## src/rtl/seq_matrix_multiplier.sv

```systemverilog
// Sequential NxN signed fixed-point matrix multiplier: one MAC unit time-multiplexed over N^3 cycles.
// Valid/ready on both sides; each element is accumulated at full precision, then rounded/saturated once.
module seq_matrix_multiplier #(
  parameter int N      = 4,
  parameter int DATA_W = 16,
  parameter int FRAC_W = 8,
  parameter int ROUND  = 1
) (
  input  logic                         Clk,
  input  logic                         Reset,
  input  logic                         in_valid,
  output logic                         in_ready,
  input  logic [N*N-1:0][DATA_W-1:0]   matA,
  input  logic [N*N-1:0][DATA_W-1:0]   matB,
  output logic                         out_valid,
  input  logic                         out_ready,
  output logic [N*N-1:0][DATA_W-1:0]   res_mat,
  output logic                         overflow
);

  localparam int IDX_W  = $clog2(N);
  localparam int EL_W   = $clog2(N*N);
  localparam int PROD_W = 2*DATA_W;
  localparam int ACC_W  = PROD_W + $clog2(N);
  localparam int EXT_W  = ACC_W + 1;

  localparam logic signed [EXT_W-1:0] RND_C =
    (ROUND != 0) ? (EXT_W'(1) << (FRAC_W-1)) : '0;
  localparam logic signed [EXT_W-1:0] SAT_MAX =
    {{(EXT_W-DATA_W+1){1'b0}}, {(DATA_W-1){1'b1}}};
  localparam logic signed [EXT_W-1:0] SAT_MIN =
    {{(EXT_W-DATA_W+1){1'b1}}, {(DATA_W-1){1'b0}}};

  typedef enum logic [1:0] {S_IDLE, S_CALC, S_DONE} state_t;

  state_t                       state_q, state_d;
  logic [N*N-1:0][DATA_W-1:0]   a_q, a_d, b_q, b_d;
  logic [N*N-1:0][DATA_W-1:0]   res_q, res_d;
  logic [IDX_W-1:0]             i_q, i_d, j_q, j_d, k_q, k_d;
  logic signed [ACC_W-1:0]      acc_q, acc_d;
  logic                         ovf_q, ovf_d;

  logic [EL_W-1:0]              a_idx, b_idx, r_idx;
  logic signed [DATA_W-1:0]     a_el, b_el;
  logic signed [PROD_W-1:0]     prod;
  logic signed [EXT_W-1:0]      sum_ext, rnd_sum, shifted;
  logic [DATA_W-1:0]            sat_val;
  logic                         clamp;
  logic                         last_k, last_j, last_i;

  // MAC datapath: k runs fastest, so A walks a row while B walks a column.
  always_comb begin
    a_idx   = EL_W'(i_q) * EL_W'(N) + EL_W'(k_q);
    b_idx   = EL_W'(k_q) * EL_W'(N) + EL_W'(j_q);
    r_idx   = EL_W'(i_q) * EL_W'(N) + EL_W'(j_q);
    a_el    = signed'(a_q[a_idx]);
    b_el    = signed'(b_q[b_idx]);
    prod    = a_el * b_el;
    sum_ext = {acc_q[ACC_W-1], acc_q} + {{(EXT_W-PROD_W){prod[PROD_W-1]}}, prod};
    rnd_sum = sum_ext + RND_C;
    shifted = rnd_sum >>> FRAC_W;
    clamp   = 1'b0;
    sat_val = shifted[DATA_W-1:0];
    if (shifted > SAT_MAX) begin
      sat_val = {1'b0, {(DATA_W-1){1'b1}}};
      clamp   = 1'b1;
    end else if (shifted < SAT_MIN) begin
      sat_val = {1'b1, {(DATA_W-1){1'b0}}};
      clamp   = 1'b1;
    end
    last_k = (k_q == IDX_W'(N-1));
    last_j = (j_q == IDX_W'(N-1));
    last_i = (i_q == IDX_W'(N-1));
  end

  always_comb begin
    state_d = state_q;
    a_d     = a_q;
    b_d     = b_q;
    res_d   = res_q;
    i_d     = i_q;
    j_d     = j_q;
    k_d     = k_q;
    acc_d   = acc_q;
    ovf_d   = ovf_q;
    case (state_q)
      S_IDLE: begin
        if (in_valid) begin
          a_d     = matA;
          b_d     = matB;
          acc_d   = '0;
          i_d     = '0;
          j_d     = '0;
          k_d     = '0;
          ovf_d   = 1'b0;
          state_d = S_CALC;
        end
      end
      S_CALC: begin
        if (last_k) begin
          res_d[r_idx] = sat_val;
          ovf_d        = ovf_q | clamp;
          acc_d        = '0;
          k_d          = '0;
          if (last_j) begin
            j_d = '0;
            if (last_i) begin
              i_d     = '0;
              state_d = S_DONE;
            end else begin
              i_d = i_q + IDX_W'(1);
            end
          end else begin
            j_d = j_q + IDX_W'(1);
          end
        end else begin
          // Accumulator is wide enough that N full products never wrap.
          acc_d = sum_ext[ACC_W-1:0];
          k_d   = k_q + IDX_W'(1);
        end
      end
      S_DONE: begin
        if (out_ready) begin
          state_d = S_IDLE;
        end
      end
      default: state_d = S_IDLE;
    endcase
  end

  always_ff @(posedge Clk or posedge Reset) begin
    if (Reset) begin
      state_q <= S_IDLE;
      a_q     <= '0;
      b_q     <= '0;
      res_q   <= '0;
      i_q     <= '0;
      j_q     <= '0;
      k_q     <= '0;
      acc_q   <= '0;
      ovf_q   <= 1'b0;
    end else begin
      state_q <= state_d;
      a_q     <= a_d;
      b_q     <= b_d;
      res_q   <= res_d;
      i_q     <= i_d;
      j_q     <= j_d;
      k_q     <= k_d;
      acc_q   <= acc_d;
      ovf_q   <= ovf_d;
    end
  end

  assign in_ready  = (state_q == S_IDLE);
  assign out_valid = (state_q == S_DONE);
  assign res_mat   = res_q;
  assign overflow  = ovf_q;

endmodule

```

## config.mk

```make
export PLATFORM = sky130hd
export DESIGN_NAME = seq_matrix_multiplier
export DESIGN_NICKNAME = d
export VERILOG_FILES = /design/src/rtl/seq_matrix_multiplier.sv
export SDC_FILE = /design/constraint.sdc
export NUM_CORES = 2
export LEC_CHECK = 0
export CORE_AREA = 3 3 292 582
export CTS_CLUSTER_SIZE = 14
export DETAILED_ROUTE_END_ITERATION = 6
export DIE_AREA = 0 0 295 585
export HOLD_SLACK_MARGIN = 0.12
export PLACE_DENSITY = 0.52
export SETUP_SLACK_MARGIN = 0.3
export SLEW_MARGIN = 10
export SYNTH_ARGS = -nofsm -noshare
export SYNTH_HDL_FRONTEND = slang
export SYNTH_SLANG_ARGS = --single-unit
```

## constraint.sdc

```tcl
create_clock -name Clk -period 55.2 [get_ports Clk]
set_clock_uncertainty 0.2 [all_clocks]
set_input_delay 16.56 -clock Clk [delete_from_list [all_inputs] [get_ports Clk]]
set_output_delay 16.56 -clock Clk [all_outputs]
set_load 0.05 [all_outputs]
```

# Word level (Yosys, flattened, before mapping)
# Index checks and enable logic that the tools add are counted.
# classes
n_addsub	8
n_mul	1
magnitude_cmp	6
n_eq_ne	10
muxes	33
bitwise_logic	1
reduce_logical	9
# op_table
operator	n
256-bit bitwise mux	1
16-bit binary-select mux with 4-bit select	2
16-bit 2-to-1 mux	5
34-bit 2-to-1 mux	2
34-bit case mux with 2 select lines	1
16-bit demux with 4-bit select	1
34-bit by 32-bit adder with 35-bit output	1
35-bit by 9-bit adder with 35-bit output (second input constant)	1
16-bit by 16-bit multiplier with 32-bit output	1
27-bit by 16-bit greater-than comparator with 1-bit output (second input constant)	1
27-bit by 16-bit < comparator with 1-bit output (second input constant)	1
2-bit 2-to-1 mux	12
4-bit by 5-bit < comparator with 1-bit output (second input constant)	3
4-bit by 2-bit adder with 4-bit output	3
2-bit case mux with 2 select lines	3
2-bit == test (second input constant)	4
2-bit != test (second input constant)	4
2-bit by 1-bit adder with 2-bit output (second input constant)	3
2-bit case mux with 3 select lines	1
2-bit AND reduction	3
5-bit AND reduction	1
4-bit by 1-bit >= comparator with 1-bit output (second input constant)	1
1-bit 2-to-1 mux	4
4-bit AND reduction	1
other kinds (8)	8
# word_totals
reg_bits	811
in_bits	516
output_inout_bits	259
wordCells	122

# Depth between registers and ports, before layout
# logic_depth
depth_word	12
depth_mapped	39
ltp_nobuf	32

# Least setup slack after synthesis
# Ideal clock, no wire load.
# synth_timing
path_kind	input to register
start	input in_valid
end	register b_q[176] in the netlist's numbering
setup_time_ns	0.125
t_arrival_ns	17.911
t_required_ns	54.875
slack_ns	36.964
path_stages	5
n_path_buf	3
cell_sequence	and2_1 > clkbuf_1 > clkbuf_1 > clkbuf_1 > mux2_2
# synth_via
elab_chain_cells	1
# synth_rtl
item	line_no	rtl
start: declaration	11	input logic in_valid,
2-bit AND reduction (no line)	--	
end signal: assignment	135	b_q <= '0;
end signal: assignment	145	b_q <= b_d;
end: declaration	37	logic [N*N-1:0][DATA_W-1:0] a_q, a_d, b_q, b_d;
# Every way passes these cells.
# A chain may end at the register's enable or synchronous reset.

==> run metrics <==
status finished clean; DIE AREA 173000 µm²; largest net degree at the start of global routing around 180; Vias/cell about 4.7; main area contributors after synthesis dfrtp_1 44%, fa_1 13%, mux2_2 13%, mux4_2 6.6%, nand2_1 3.6%; reg2reg start k_q[1]$_DFFE_PP0P_; data required time of the worst path 55.67 ns; period utilization between 30 and 40%; Slew Viols, Final 0; min Tclk post-route around 21 ns; worst slack at placement ~34 ns; cell area after synthesis around 46000 µm²; # resized after CTS 0; critical path cell sequence clkdlybuf4s50_1 > inv_8 > buf_4 > buf_4 > buf_12 > buf_4; share of layout cells above drive strength 1 19.4%; CORE AREA about 170000 µm²; starting density of the core 28.0%; Final nets about 5.5k; hpwl dp 129000 µm; Arrival @ worst endpoint about 21 ns; Iteration-0 DRC Markers about 1.4k; Die W around 300 µm; hold path start res_mat[126]$_DFFE_PP0P_; First-pass DRT Iterations 5; leading area contributor after synthesis dfrtp_1; Post-Route WL 161000 µm; gr usage total 18.6%; area delta synth->final 28.0%; IO buf count 774; Post-route DRC 0; max incr delay on CP roughly 0.91 ns; Syn Nets between 4k and 5k; Hold Path End res_mat[126]$_DFFE_PP0P_; post-synth top area share 43.8%; fin util approximately 36%; Netlist cell types 90; Worst-Skew Late Latency approximately 0.70 ns; CTS tree built; # setup viols final 0; Worst path slowest cell buf_4; RR Endpoint res_mat[176]$_DFFE_PP0P_; Avg Cell Area, Syn between 10 and 15 µm²; DR WL/cell around 24 µm; Yosys reg bits about 810; top cells by count, synth 811 x dfrtp_1, 522 x mux2_2, 446 x nand2_1; CTS Buf Count between 80 and 90; EDFF count, synth 0; Setup Fix Bufs, Post-CTS 0; RD Place Congestion just under 0.9; Critical Path Fanout Max 153; Synth async-reset ratio 100%; Buf/Inv on CP 6; FF-to-FF path depth 30; RSZ-0062 raised after global routing no; Cell Rows between 200 and 250; most used cell, CP buf_4; Crit Path Category input pin to asynchronous set/reset pin; Crit. End Element asynchronous set/reset pin; Gate Count Post-Synth approximately 3.9k; Worst Hold Depth 2; hold_buf cts 0; count leader, synth dfrtp_1; Clk pin slew, worst setup/hold paths 0.06 ns; Max-Slew Margin vs Limit between 10 and 15%; die height 585 µm; final worst slack ~35 ns; Worst Max-Slew Pin Slew between 1 and 1.5 ns; first-pass GRT wire length about 240000 µm; clk sinks 811; antenna violations before repair between 80 and 90; Final ANT Viol Nets 0; ys flop type dfrtp_1; deepest level of the CTS H-tree 3; Crit path max-delay family buffers and inverters; min-delay worst type flip-flop to flip-flop; Synth Warn # 0; sequential fraction of the synthesis area a little over two fifths; I/O pin count around 780; Worst setup SP type input pin; Final Hold Vio Count 0; Root Buffer clkbuf_16; CTS max path bufs 3; GRT overflow 0; max_cap viols 0; R2R setup slack roughly 42 ns; vias in the first global route about 35k; Filler cells 16.5k; Vias 32.1k; setup TNS 0 ns; Peak Freq slightly below 50 MHz
cells in the final DEF (no fill, tap or decap), types with 10 or more instances in the layout:
master / synthesis / final
a22o_1: 30 / 30
clkbuf_8: 0 / 15
buf_4: 10 / 65
ha_1: 115 / 115
diode_2: 0 / 24
nand2_1: 446 / 446
xnor2_1: 36 / 36
fa_1: 310 / 310
mux2_2: 522 / 522
dfrtp_1: 811 / 807
o21ai_0: 172 / 168
mux4_2: 135 / 135
a21oi_1: 49 / 49
nand4_1: 16 / 16
o21a_1: 12 / 12
nand3_1: 49 / 49
clkbuf_16: 0 / 82
mux2i_1: 12 / 12
clkbuf_1: 175 / 22
inv_1: 385 / 384
o21ai_1: 136 / 137
nor2_1: 219 / 219
clkdlybuf4s50_1: 0 / 774
and2_1: 11 / 10
nand2b_1: 18 / 18
nor3_1: 14 / 14
registers in the layout, indices dropped and copies added, names as in the netlist:
name,cells
state_q,2
a_q,256
i_q,2
acc_q,34
overflow,1
res_mat,256
k_q,2
b_q,256
j_q,2
layout make-up:
cell class / instances / area (µm²) / area share, %
inverter: 385 / 1450 / 2.45
antenna: 24 / 60.1 / 0.101
sequential: 811 / 20300 / 34.2
multi-input combinational: 2463 / 23700 / 40.0
clock inverter: 31 / 469 / 0.791
tap: 2130 / 2670 / 4.49
clock buffer: 119 / 2340 / 3.95
timing repair buffer: 841 / 8280 / 14.0
metrics by stage:
step                      instances  hold WS (ns)  area [µm²]
after CTS                      6780         0.285       59200
after floorplan                3879         0.256       46300
after global routing           6784         0.296       59300
after detailed placement       6630         0.271       56400
after global placement         6630         0.262       56400
final                          6804         0.280       59300
worst reg2reg max path: cells and delay by family, from the launching register on:
family	cells	cell delay (ns)
xor gates and xnor gates	2	0.68
DFF	1	0.72
adders and majority gates	7	3.57
and+or+nand+nor	8	2.67
buffers and inverters	6	1.52
muxes	1	0.48
AOI/OAI and AO/OA	6	3.29
worst max-delay path by stage:
stage | end | startpoint | cells after the start | slack [ns]
3_5_place_dp | a_q[246]$_DFFE_PP0P_ | Reset | 6 | 33.61
5_1_grt | a_q[230]$_DFFE_PP0P_ | Reset | 6 | 33.96
3_3_place_gp | b_q[238]$_DFFE_PP0P_ | Reset | 6 | 33.69
6_report | a_q[198]$_DFFE_PP0P_ | Reset | 6 | 34.59
4_1_cts | a_q[146]$_DFFE_PP0P_ | Reset | 6 | 34.38
2_1_floorplan | a_q[0]$_DFFE_PP0P_ | Reset | 1 | 15.66
layer usage:
| metal | up-vias | GRT usage, % | wire length [µm] |
|---|---|---|---|
| met5 | - | 0 | 708 |
| met4 | 102 | 7.61 | 7340 |
| met3 | 357 | 6.36 | 13000 |
| met2 | 1044 | 35.3 | 86500 |
| met1 | 16067 | 18.0 | 53500 |
| li1 | 14518 | - | - |
cells by family after synthesis:
group           after synthesis  share of synthesized area, %
fa+ha+maj                   425                          16.5
mux                         669                          19.5
buf+inv                     605                          5.06
xor+xnor                     48                         0.964
compound gates              479                          6.29
simple gates                842                          7.87
flops                       811                          43.8
Power is not shown: default switching activity piles up to over one toggle a cycle in this logic, so the estimate is an artifact.
